File: src/rtl/decimal_entry_pkg.sv
// Shared types and constants for the decimal operand entry block.
package decimal_entry_pkg;

    typedef enum logic [1:0] {
        EMPTY,
        ENTRY,
        OFFER
    } state_t;

    localparam logic [3:0] DIGIT_MAX   = 4'd9;
    localparam int         SYNC_STAGES = 2;

endpackage

File: src/rtl/decimal_entry_if.sv
// Operator inputs, display/status outputs and operand handshake of decimal_entry.
interface decimal_entry_if #(
    parameter int N      = 8,
    parameter int DIGITS = 3
);
    localparam int CW = $clog2(DIGITS + 1);

    logic [3:0]    digit;
    logic          key_n;
    logic          commit_n;
    logic          ready;
    logic [N-1:0]  value;
    logic          valid;
    logic          ovf;
    logic          err;
    logic [CW-1:0] count;

    // master is the entry block that sources the operand
    modport master (
        input  digit, key_n, commit_n, ready,
        output value, valid, ovf, err, count
    );

    modport slave (
        output digit, key_n, commit_n, ready,
        input  value, valid, ovf, err, count
    );
endinterface

File: src/rtl/key_edge_detect.sv
// Turns an active-low level button into a one-cycle press pulse.
// DECIMAL_ENTRY_SYNC_EN adds a two-flop synchronizer ahead of the edge register.
module key_edge_detect
    import decimal_entry_pkg::*;
(
    input  logic clk,
    input  logic rst_n,
    input  logic btn_n,
    output logic press
);
    logic level;
    logic prev_q;

`ifdef DECIMAL_ENTRY_SYNC_EN
    logic [SYNC_STAGES-1:0] sync_q;

    always_ff @(posedge clk) begin
        if (!rst_n) sync_q <= '1;
        else        sync_q <= {sync_q[SYNC_STAGES-2:0], btn_n};
    end

    assign level = sync_q[SYNC_STAGES-1];
`else
    assign level = btn_n;
`endif

    always_ff @(posedge clk) begin
        if (!rst_n) prev_q <= 1'b1;
        else        prev_q <= level;
    end

    // Released-to-pressed transition only, so a held button fires once.
    assign press = prev_q & ~level;
endmodule

File: src/rtl/decimal_entry.sv
// Decimal digit entry: accumulates BCD presses into a saturating binary operand
// and offers it over valid/ready. Optional input sync: DECIMAL_ENTRY_SYNC_EN.
module decimal_entry
    import decimal_entry_pkg::*;
#(
    parameter int N      = 8,
    parameter int DIGITS = 3
) (
    input  logic           clk,
    input  logic           rst_n,
    decimal_entry_if.master bus
);
    localparam int             CW      = $clog2(DIGITS + 1);
    localparam logic [N+3:0]   ACC_MAX = {4'b0, {N{1'b1}}};

    state_t        state_q, state_d;
    logic [N-1:0]  acc_q, acc_d;
    logic [CW-1:0] cnt_q, cnt_d;
    logic          ovf_q, ovf_d;
    logic          err_q, err_d;
    logic          valid_q;
    logic          key_p, commit_p;
    logic [N+3:0]  acc_ext, digit_ext, prod;

    key_edge_detect u_key (
        .clk   (clk),
        .rst_n (rst_n),
        .btn_n (bus.key_n),
        .press (key_p)
    );

    key_edge_detect u_commit (
        .clk   (clk),
        .rst_n (rst_n),
        .btn_n (bus.commit_n),
        .press (commit_p)
    );

    // x10 as (acc<<3)+(acc<<1); N+4 bits holds (2^N-1)*10+9 without wrap.
    assign acc_ext   = {4'b0, acc_q};
    assign digit_ext = {{N{1'b0}}, bus.digit};
    assign prod      = (acc_ext << 3) + (acc_ext << 1) + digit_ext;

    always_comb begin
        state_d = state_q;
        acc_d   = acc_q;
        cnt_d   = cnt_q;
        ovf_d   = ovf_q;
        err_d   = 1'b0;
        case (state_q)
            EMPTY, ENTRY: begin
                if (commit_p) begin
                    // A simultaneous digit press is dropped; commit in EMPTY is a no-op.
                    if (state_q == ENTRY) state_d = OFFER;
                end else if (key_p) begin
                    if (bus.digit > DIGIT_MAX || cnt_q == CW'(DIGITS)) begin
                        err_d = 1'b1;
                    end else begin
                        if (prod > ACC_MAX) begin
                            acc_d = '1;
                            ovf_d = 1'b1;
                        end else begin
                            acc_d = prod[N-1:0];
                        end
                        cnt_d   = cnt_q + CW'(1);
                        state_d = ENTRY;
                    end
                end
            end
            OFFER: begin
                if (valid_q && bus.ready) begin
                    state_d = EMPTY;
                    acc_d   = '0;
                    cnt_d   = '0;
                    ovf_d   = 1'b0;
                end
            end
            default: state_d = EMPTY;
        endcase
    end

    always_ff @(posedge clk) begin
        if (!rst_n) begin
            state_q <= EMPTY;
            acc_q   <= '0;
            cnt_q   <= '0;
            ovf_q   <= 1'b0;
            err_q   <= 1'b0;
            valid_q <= 1'b0;
        end else begin
            state_q <= state_d;
            acc_q   <= acc_d;
            cnt_q   <= cnt_d;
            ovf_q   <= ovf_d;
            err_q   <= err_d;
            valid_q <= (state_d == OFFER);
        end
    end

    assign bus.value = acc_q;
    assign bus.valid = valid_q;
    assign bus.ovf   = ovf_q;
    assign bus.err   = err_q;
    assign bus.count = cnt_q;
endmodule

File: src/flat_wrapper.sv
// flat-port wrapper written by rule: the top's interface ports become plain ports
module decimal_entry_flat import decimal_entry_pkg::*;
#(
    parameter int N      = 8,
    parameter int DIGITS = 3
)
  (clk, rst_n, bus_digit, bus_key_n, bus_commit_n, bus_ready, bus_value, bus_valid, bus_ovf, bus_err, bus_count);
  decimal_entry_if #(.N(N), .DIGITS(DIGITS)) bus_i ();
  input  logic clk;
  input  logic rst_n;
  input wire logic [$bits(bus_i.digit)-1:0] bus_digit;
  input wire logic [$bits(bus_i.key_n)-1:0] bus_key_n;
  input wire logic [$bits(bus_i.commit_n)-1:0] bus_commit_n;
  input wire logic [$bits(bus_i.ready)-1:0] bus_ready;
  output wire logic [$bits(bus_i.value)-1:0] bus_value;
  output wire logic [$bits(bus_i.valid)-1:0] bus_valid;
  output wire logic [$bits(bus_i.ovf)-1:0] bus_ovf;
  output wire logic [$bits(bus_i.err)-1:0] bus_err;
  output wire logic [$bits(bus_i.count)-1:0] bus_count;
  assign bus_i.digit = bus_digit;
  assign bus_i.key_n = bus_key_n;
  assign bus_i.commit_n = bus_commit_n;
  assign bus_i.ready = bus_ready;
  assign bus_value = bus_i.value;
  assign bus_valid = bus_i.valid;
  assign bus_ovf = bus_i.ovf;
  assign bus_err = bus_i.err;
  assign bus_count = bus_i.count;
  decimal_entry #(.N(N), .DIGITS(DIGITS)) u_core (.clk(clk), .rst_n(rst_n), .bus(bus_i));
endmodule
File: config.mk
export PLATFORM = sky130hd
export DESIGN_NAME = decimal_entry_flat
export DESIGN_NICKNAME = d
export VERILOG_FILES = /design/src/rtl/decimal_entry_pkg.sv /design/src/rtl/decimal_entry_if.sv /design/src/rtl/key_edge_detect.sv /design/src/rtl/decimal_entry.sv /design/src/flat_wrapper.sv
export SDC_FILE = /design/constraint.sdc
export NUM_CORES = 1
export LEC_CHECK = 0
export CORE_MARGIN = 4
export CORE_UTILIZATION = 55
export CTS_CLUSTER_DIAMETER = 150
export DETAILED_ROUTE_END_ITERATION = 10
export PLACE_DENSITY = 0.84
export SLEW_MARGIN = 10
export SYNTH_ARGS = -nofsm -noshare
export SYNTH_HDL_FRONTEND = slang
export SYNTH_SLANG_ARGS = --single-unit
File: constraint.sdc
create_clock -name clk -period 7 [get_ports clk]
set_input_delay 0.7 -clock clk [delete_from_list [all_inputs] [get_ports clk]]
set_output_delay 0.7 -clock clk [all_outputs]
set_load 0.02 [all_outputs]
Word-level counts from Yosys, hierarchy flattened
Cells that the tools add are included.
- output and inout port bits: 13
- register bits: 17
- word-level logic and storage cells: 61
- input bits: 9
- equal/unequal tests: 9
- bitwise gates (word level): 7
- muxes and demuxes: 24
- $add $sub $neg: 3
- $lt $le $gt $ge: 2
- reductions and logical operators: 8
- operators by type and width (operator ; number):
    two-way mux 8 bit ; 5
    two-way mux 2 bit ; 9
    case mux 8 bit (2 select lines) ; 1
    adder 11 x 9 -> 12 bit ; 1
    adder 12 x 4 -> 12 bit ; 1
    > comparator 12 x 8 -> 1 bit (second input constant) ; 1
    case mux 2 bit (2 select lines) ; 2
    == test 2 bit (second input constant) ; 3
    two-way mux 1 bit ; 6
    inequality test 2 x 1 -> 1 bit (second input constant) ; 3
    AND reduction 6 bit ; 1
    inverter 1 bit ; 5
    AND reduction 5 bit ; 1
    > comparator 4 bit (second input constant) ; 1
    inequality test 2 bit (second input constant) ; 2
    OR reduction 4 bit ; 1
    adder 2 x 1 -> 2 bit (second input constant) ; 1
    bitwise AND 1 bit ; 2
    == test 2 x 1 -> 1 bit (second input constant) ; 1
    zero test 2 bit ; 1
    case mux 1 bit (2 select lines) ; 1
    nonzero test 2 bit ; 1
    OR reduction 2 bit ; 1
    logical AND 1 bit ; 1
    logical OR 1 bit ; 1

Longest topological paths before layout
Gate-level depths: netlist (run 1).
- depth in word-level cells: 8
- gate-level depth with buffers: 9

Hierarchy
Synthesis (run 1) repeated with hierarchy kept, for this count alone.
- cells, all modules: 115
- area, all modules: 1116.1 µm²
- by module, submodules not included (module ; cells an instance ; instances ; area each (µm²)):
    decimal_entry ; 109 ; 1 ; 1051.0
    key_edge_detect ; 3 ; 2 ; 32.5

Least setup slack after synthesis (run 1)
No wires, ideal clock.
- path kind: input to register
- start point: input bus_digit[3]
- end point: register u_core.acc_q[4], in the netlist u_core.bus.value[4]
- required time: 6.878 ns
- cell stages on the path: 8
- arrival time: 2.984 ns
- slack: 3.894 ns
- path buffers: 0
- cell sequence: fa_1 > fa_1 > a211oi_2 > o21bai_1 > a211o_1 > o2bb2ai_2 > a21o_4 > o311a_1
- cells in the longest elaborated chain, start to end: 7
- elaborated cells on any way between the ends: 11
- classes of those cells: add/sub: 1; order compare: 2; eq/ne: 1; mux: 5; reduce/logical: 2
- RTL lines (what ; RTL line ; text):
    start, declared ; flat_wrapper.sv:11 ; input wire logic [$bits(bus_i.digit)-1:0] bus_digit;
    adder 12 x 4 -> 12 bit ; decimal_entry.sv:42 ; assign prod = (acc_ext << 3) + (acc_ext << 1) + digit_ext;
    > comparator 12 x 8 -> 1 bit ; decimal_entry.sv:59 ; if (prod > ACC_MAX) begin
    two-way mux 8 bit ; decimal_entry.sv:59 ;
    two-way mux 8 bit ; decimal_entry.sv:56 ; if (bus.digit > DIGIT_MAX || cnt_q == CW'(DIGITS)) begin
    two-way mux 8 bit ; decimal_entry.sv:55 ; end else if (key_p) begin
    two-way mux 8 bit ; decimal_entry.sv:52 ; if (commit_p) begin
    case mux 8 bit (2 select lines) ; decimal_entry.sv:50 ; case (state_q)
    end signal, assigned ; decimal_entry.sv:85 ; acc_q <= '0;
    end signal, assigned ; decimal_entry.sv:92 ; acc_q <= acc_d;
    end, declared ; decimal_entry.sv:17 ; logic [N-1:0] acc_q, acc_d;
Parallel ways exist; a longest one is shown, timed or not. The select of a mux whose other input is x is not followed.
A chain may end at the register's enable or synchronous reset.

Worst setup path in the final report (run 1)
- start point: input bus_digit[3]
- end point: register u_core.acc_q[6], in the netlist u_core.bus.value[6]
The elaborated chain is that of the path after synthesis.

==> impl_metrics.toml, run 1 <==
[synthesis]
synth_compound_area_share_pct = 27.4
synth-simple-area-share_pct = 19.3
syn_area_per_cell_sq_um = 9.01
ys_warn_count = 0
synth_top_family_by_area = "compound AO/OA/AOI/OAI gates"
synth_area_sq_mm = 0.00118
synth_mux_area_share_pct = 0
synth-seq-cells = 17
ys_types = 37
ys.flop_type = "dfxtp_1"
yosysSeqAreaShare_pct = 28.8
synth-edff-count = 0
syn_inst = 131
synth_xor_area_share_pct = 2.23
synth_fa_ha_area_share_pct = 20.4
synthesis.nets = 158
synth-async-reset-ratio_pct = 0

[final_layout]
multiInputGateArea_sq_um = 817
synthToLayoutAreaGrowth_pct = 21.6
seqCellArea_sq_um = 340
fin_nets = 180
antennaDiodeCount = 0
final_layout_size_suffix_gt1_share_pct = 5.26
final_area_sq_mm = 0.00144
fillers = 156

[power]
p_leak_nw = 0.650
power.density_cell_area_mw_per_mm2 = 166
vdd_drop_max_mv = 0.138

[sta]
setup_tns_ns = 0
setup_slack_ns = 3.58
fin_crit_sh_pct = 48.8
clock-skew-final_ns = 0.00405
fmax_ghz = 0.293
finalHoldViolCount = 0
slew_viol_final = 0
maxSlewHeadroom_pct = 59.9
rsz0062_at_grt = "no"
layout_min_cycle_time_ns = 3.42
worst_slew_pin_slew_ns = 0.599
setup_viol_count_final = 0

[global_route]
antenna_found_initial = 0
grt_overflow = 0
grt_pass1_wl_mm = 4.35
grt.total_usage_pct = 20.6
grt_max_degree = 20
grt_pass1_vias = 960

[critical_path]
cp-endpoint = "u_core.bus.value[6]"
crit_fanout = 7
cp-start-kind = "primary input"
endpoint_kind = "flip-flop"
reg2reg_to = "u_core.bus.value[6]"
rr_worst_depth = 8
rrSetupSlack_ns = 4.03
reg2reg_from = "u_core.bus.value[2]"
critical_path_class = "in2reg"
worstPathRequired_ns = 7.19
cp.arrival_ns = 3.60
cp-startpoint = "bus_digit[3]"

[clock_tree]
postCtsHoldBufs = 0
cts_max_level = 1
clkSinkCount = 17
clk_latency_ns = 0.29
root_buffer = "clkbuf_4"
cts.path.max_buffers = 2
cts_tree = "yes"
post_cts.repair.setup_buffers = 0
clk_pin_slew_ns = 0.09
post_cts_resized = 0
cts_buffers = 3

[detailed_routing]
routed_wirelength_mm = 2.65
antenna_left = 0
drtPass1Iterations = 4
viasPerCell = 6.10
drt-wirelength-per-cell_microns = 14.8
initialDrtViolationCount = 24
vias = 1092
drc = 0

[floorplan]
die_w_microns = 54.3
die-area_sq_mm = 0.00295
core_area_sq_mm = 0.00200
pin_count = 22
start_util_pct = 58.9
fp.dieH_microns = 54.3
rows = 16

[status]
status = "completed"

[placement]
gp_congestion = 0.800
pre_cts_slack_ns = 3.30
hpwl_mm = 2.12
io_buffer_count = 21
dpl_cell_area_sq_mm = 0.00141

[worst_hold_path]
hp-class = "reg2reg"

[job]
maxCapViolations = 0
layout by cell type, fill, tap and decap left out, drive strengths merged:
master	synthesis	routed
a211oi	3	3
a21o	3	3
a211o	1	1
a22o	1	1
o21ai	9	9
nor2	6	6
nor3b	1	1
o21bai	2	2
o31ai	1	1
xnor2	2	2
ha	16	16
a2111o	1	1
a21oi	9	9
nand3	4	4
o211a	1	1
fa	2	2
dfxtp	17	17
clkdlybuf4s50	0	21
o2bb2ai	1	1
xor2	1	1
clkbuf	4	4
nand4b	2	2
and2	1	1
o311a	7	7
or3	1	1
nor4bb	1	1
nand4	2	2
nand2	18	18
nand2b	1	1
inv	2	2
nor2b	4	4
nor4	1	1
a31oi	2	2
or2b	1	1
o211ai	2	2
and4bb	1	1
flip-flops by register name, summed over array words and instances (netlist names):
register                count
u_core.u_key.prev_q         1
u_core.bus.count            2
u_core.state_q              2
u_core.bus.err              1
u_core.bus.valid            1
u_core.bus.value            8
u_core.u_commit.prev_q      1
u_core.bus.ovf              1
logic make-up after synthesis:
kind of cell / after synthesis
AO/OA/AOI/OAI: 43
XOR/XNOR: 3
adder cells (fa/ha/maj): 18
flip-flops: 17
buffers and inverters: 6
AND/OR/NAND/NOR: 44
Yosys cell counts (2+ instances only):
| master | count | area, sq um |
|---|---|---|
| a211oi_1 | 2 | 15.0 |
| a21o_1 | 2 | 15.0 |
| a21oi_1 | 9 | 45.0 |
| a31oi_1 | 2 | 12.5 |
| clkbuf_1 | 4 | 15.0 |
| dfxtp_1 | 17 | 340 |
| fa_1 | 2 | 40.0 |
| ha_1 | 16 | 200 |
| inv_1 | 2 | 7.51 |
| nand2_1 | 18 | 67.6 |
| nand3_1 | 4 | 20.0 |
| nand4_1 | 2 | 12.5 |
| nand4b_1 | 2 | 17.5 |
| nor2_1 | 6 | 22.5 |
| nor2b_1 | 4 | 25.0 |
| o211ai_1 | 2 | 15.0 |
| o21ai_0 | 9 | 45.0 |
| o21bai_1 | 2 | 15.0 |
| o311a_1 | 7 | 70.1 |
| xnor2_1 | 2 | 17.5 |
how the worst min path moves through the flow:
stage / slack (ns) / endpoint / cells after the start / start
after CTS: 0.48 / u_core.bus.err / 2 / u_core.u_key.prev_q
after floorplan: 0.44 / u_core.bus.err / 2 / u_core.u_key.prev_q
after global placement: 0.45 / u_core.bus.err / 2 / u_core.u_key.prev_q
after global routing: 0.51 / u_core.bus.err / 2 / u_core.u_key.prev_q
final: 0.48 / u_core.bus.err / 2 / u_core.u_key.prev_q
after detailed placement: 0.47 / u_core.bus.err / 2 / u_core.u_key.prev_q
per-stage QoR:
stage | total power [mW] | utilization [%] | cells | hold WS, ns
2_1_floorplan | 0.161 | - | 131 | 0.438
3_3_place_gp | 0.184 | 70.4 | 175 | 0.455
3_5_place_dp | 0.188 | 70.4 | 175 | 0.471
4_1_cts | 0.240 | 71.7 | 179 | 0.484
5_1_grt | 0.253 | 71.7 | 179 | 0.511
6_report | 0.238 | 71.7 | 179 | 0.480
layer usage:
layer | routed length, microns | track usage [%] | vias up
met5 | 0 | 0 | -
met4 | 37 | 6.22 | 0
met3 | 201 | 7.08 | 6
met2 | 1310 | 35.5 | 42
met1 | 1100 | 23.9 | 502
li1 | - | - | 542
final cells by class:
type	instances	share of cell area, %
flip-flops and latches	17	23.7
multi-input cells	108	56.9
well taps	27	2.35
repair buffers	21	14.6
clock buffers	4	1.83
inverters	2	0.523
where the power goes:
group / total (mW) / switching, mW / internal [mW] / leakage [nW]
clock: 0.0527 / 0.0305 / 0.0222 / 0.0150
sequential: 0.108 / 0.00593 / 0.102 / 0.139
combinational: 0.0770 / 0.0406 / 0.0365 / 0.496
critical path, stage by stage:
cell             delay [ns]
clkdlybuf4s50_1        0.49
fa_1                   0.47
fa_1                   0.52
a211oi_2               0.28
o21bai_1               0.14
a211o_1                0.32
o2bb2ai_2              0.14
a21o_4                 0.22
o311a_1                0.33
No activity file was read; power rests on OpenSTA's default activity.
==> inputs of run 2 (changes only) <==
- CORE_UTILIZATION: 55 -> 51
- PLACE_DENSITY: 0.84 -> 0.78
- clock period: 7 -> 3.57 ns (I/O delays scaled with it)
==> impl_metrics.toml, run 2 (same netlist as run 1, synthesis figures left out) <==
[clock_tree]
post_cts_resized = 0
cts_buffers = 3
clk_latency_ns = 0.28
clkSinkCount = 17
cts_max_level = 1
post_cts.repair.setup_buffers = 0
cts.path.max_buffers = 2
clk_pin_slew_ns = 0.09
cts_tree = "yes"
root_buffer = "clkbuf_4"
postCtsHoldBufs = 0

[power]
clockPowerShare_pct = 21.6
internal_power_uw = 315
sequentialPowerShare_pct = 46.1
p_leak_nw = 0.650
switching_power_uw = 145
vdd_drop_max_mv = 0.292
swShare_pct = 31.5
power.density_cell_area_mw_per_mm2 = 320
comb_power_share_pct = 32.3

[global_route]
grt_overflow = 0
grt_pass1_vias = 944
antenna_found_initial = 0
grt.total_usage_pct = 16.7
grt_max_degree = 20
grt_pass1_wl_mm = 4.14

[critical_path]
cp-start-kind = "primary input"
cp.arrival_ns = 3.26
critPathTopFamily = "compound AO/OA/AOI/OAI gates"
rr_worst_depth = 8
reg2reg_from = "u_core.bus.value[2]"
critical_path_class = "in2reg"
cp_cell_sequence = "clkdlybuf4s50_1 > fa_1 > fa_1 > a211oi_2 > o21bai_1 > a211o_1 > o2bb2ai_2 > a21o_4 > o311a_1"
cp-startpoint = "bus_digit[3]"
slowest_stage = "fa_1"
cp_num_buf_inv = 1
max_stage_delay_ns = 0.51
critPathMostFrequentCell = "fa_1"
worstPathRequired_ns = 3.75
endpoint_kind = "flip-flop"
crit_fanout = 7
worst-path-stages = 9

[final_layout]
fin_nets = 180
final_layout_size_suffix_gt1_share_pct = 5.26
mostFrequentLayoutCells = "clkdlybuf4s50_1, nand2_1, dfxtp_1"
largest_reg_flops = 8
synthToLayoutAreaGrowth_pct = 21.7
final_area_sq_mm = 0.00144
antennaDiodeCount = 0
mostFrequentLayoutCell = "clkdlybuf4s50_1"

[floorplan]
die-area_sq_mm = 0.00315
rows = 17
die_w_microns = 56.1
pin_count = 22
start_util_pct = 53.3
fp.dieH_microns = 56.1
core_area_sq_mm = 0.00221

[worst_hold_path]
hp-class = "reg2reg"
holdCritStartpoint = "u_core.u_key.prev_q"
worstHoldPathCells = 2

[detailed_routing]
antenna_left = 0
drtPass1Iterations = 4
drt-wirelength-per-cell_microns = 14.1
initialDrtViolationCount = 24
vias = 1067
drc = 0
routed_wirelength_mm = 2.54
viasPerCell = 5.93

[status]
status = "completed"

[sta]
fin_crit_sh_pct = 86.3
setup_viol_count_final = 0
maxSlewHeadroom_pct = 58.7
fmax_ghz = 0.325
clock-skew-final_ns = 0.00108
finalHoldViolCount = 0
layout_min_cycle_time_ns = 3.08
worst_slew_pin_slew_ns = 0.617
setup_tns_ns = 0
rsz0062_at_grt = "no"
slew_viol_final = 0

[placement]
gp_congestion = 0.794
hpwl_mm = 2.03
dpl_cell_area_sq_mm = 0.00141
io_buffer_count = 21

[job]
maxCapViolations = 0
[run 2: per-stage QoR]
stage	hold WS [ns]	cells	util, %	total power, mW	setup WS [ns]
finish	0.478	180	64.9	0.460	0.490
global route	0.511	180	64.9	0.491	0.439
CTS	0.476	180	64.9	0.464	0.524
detailed placement	0.459	176	63.7	0.366	0.226
global placement	0.451	176	63.7	0.362	0.270
floorplan	0.438	131	-	0.316	0.663
[run 2: per-layer routing]
| metal | up-vias | track usage [%] | part of all wire, % |
|---|---|---|---|
| met5 | - | 0 | 0 |
| li1 | 541 | - | - |
| met1 | 492 | 20.3 | 47 |
| met4 | 0 | 4.07 | 0.47 |
| met2 | 32 | 28.2 | 47 |
| met3 | 2 | 5.57 | 5.5 |
[run 2: worst paths after layout]
check	slack, ns	end
hold reg to reg	0.48	u_core.bus.err
hold / removal	0.48	u_core.bus.err
setup reg to reg	0.60	u_core.bus.value[6]
setup / recovery	0.49	u_core.bus.value[6]
[run 2: layout make-up]
cell class	instances	area, sq um
clock buffers	4	26.3
fillers	201	776
inverters	2	7.51
multi-input cells	108	817
flip-flops and latches	17	340
well taps	28	35.0
repair buffers	21	210
[run 2: worst reg2reg max path, cell delays in order, from the launching register on]
cell and delay (ns):
dfxtp_1 0.42, fa_1 0.49, fa_1 0.51, a211oi_2 0.28
o21bai_1 0.15, a211o_1 0.32, o2bb2ai_2 0.14, a21o_4 0.21
o311a_1 0.33
[run 2: power by group through the flow]
stage               registers [mW]  clock network [mW]  logic, mW
floorplan                    0.224                   0     0.0917
global placement             0.216                   0      0.145
detailed placement           0.217                   0      0.149
CTS                          0.212               0.103      0.149
global route                 0.214               0.114      0.163
finish                       0.212              0.0991      0.149
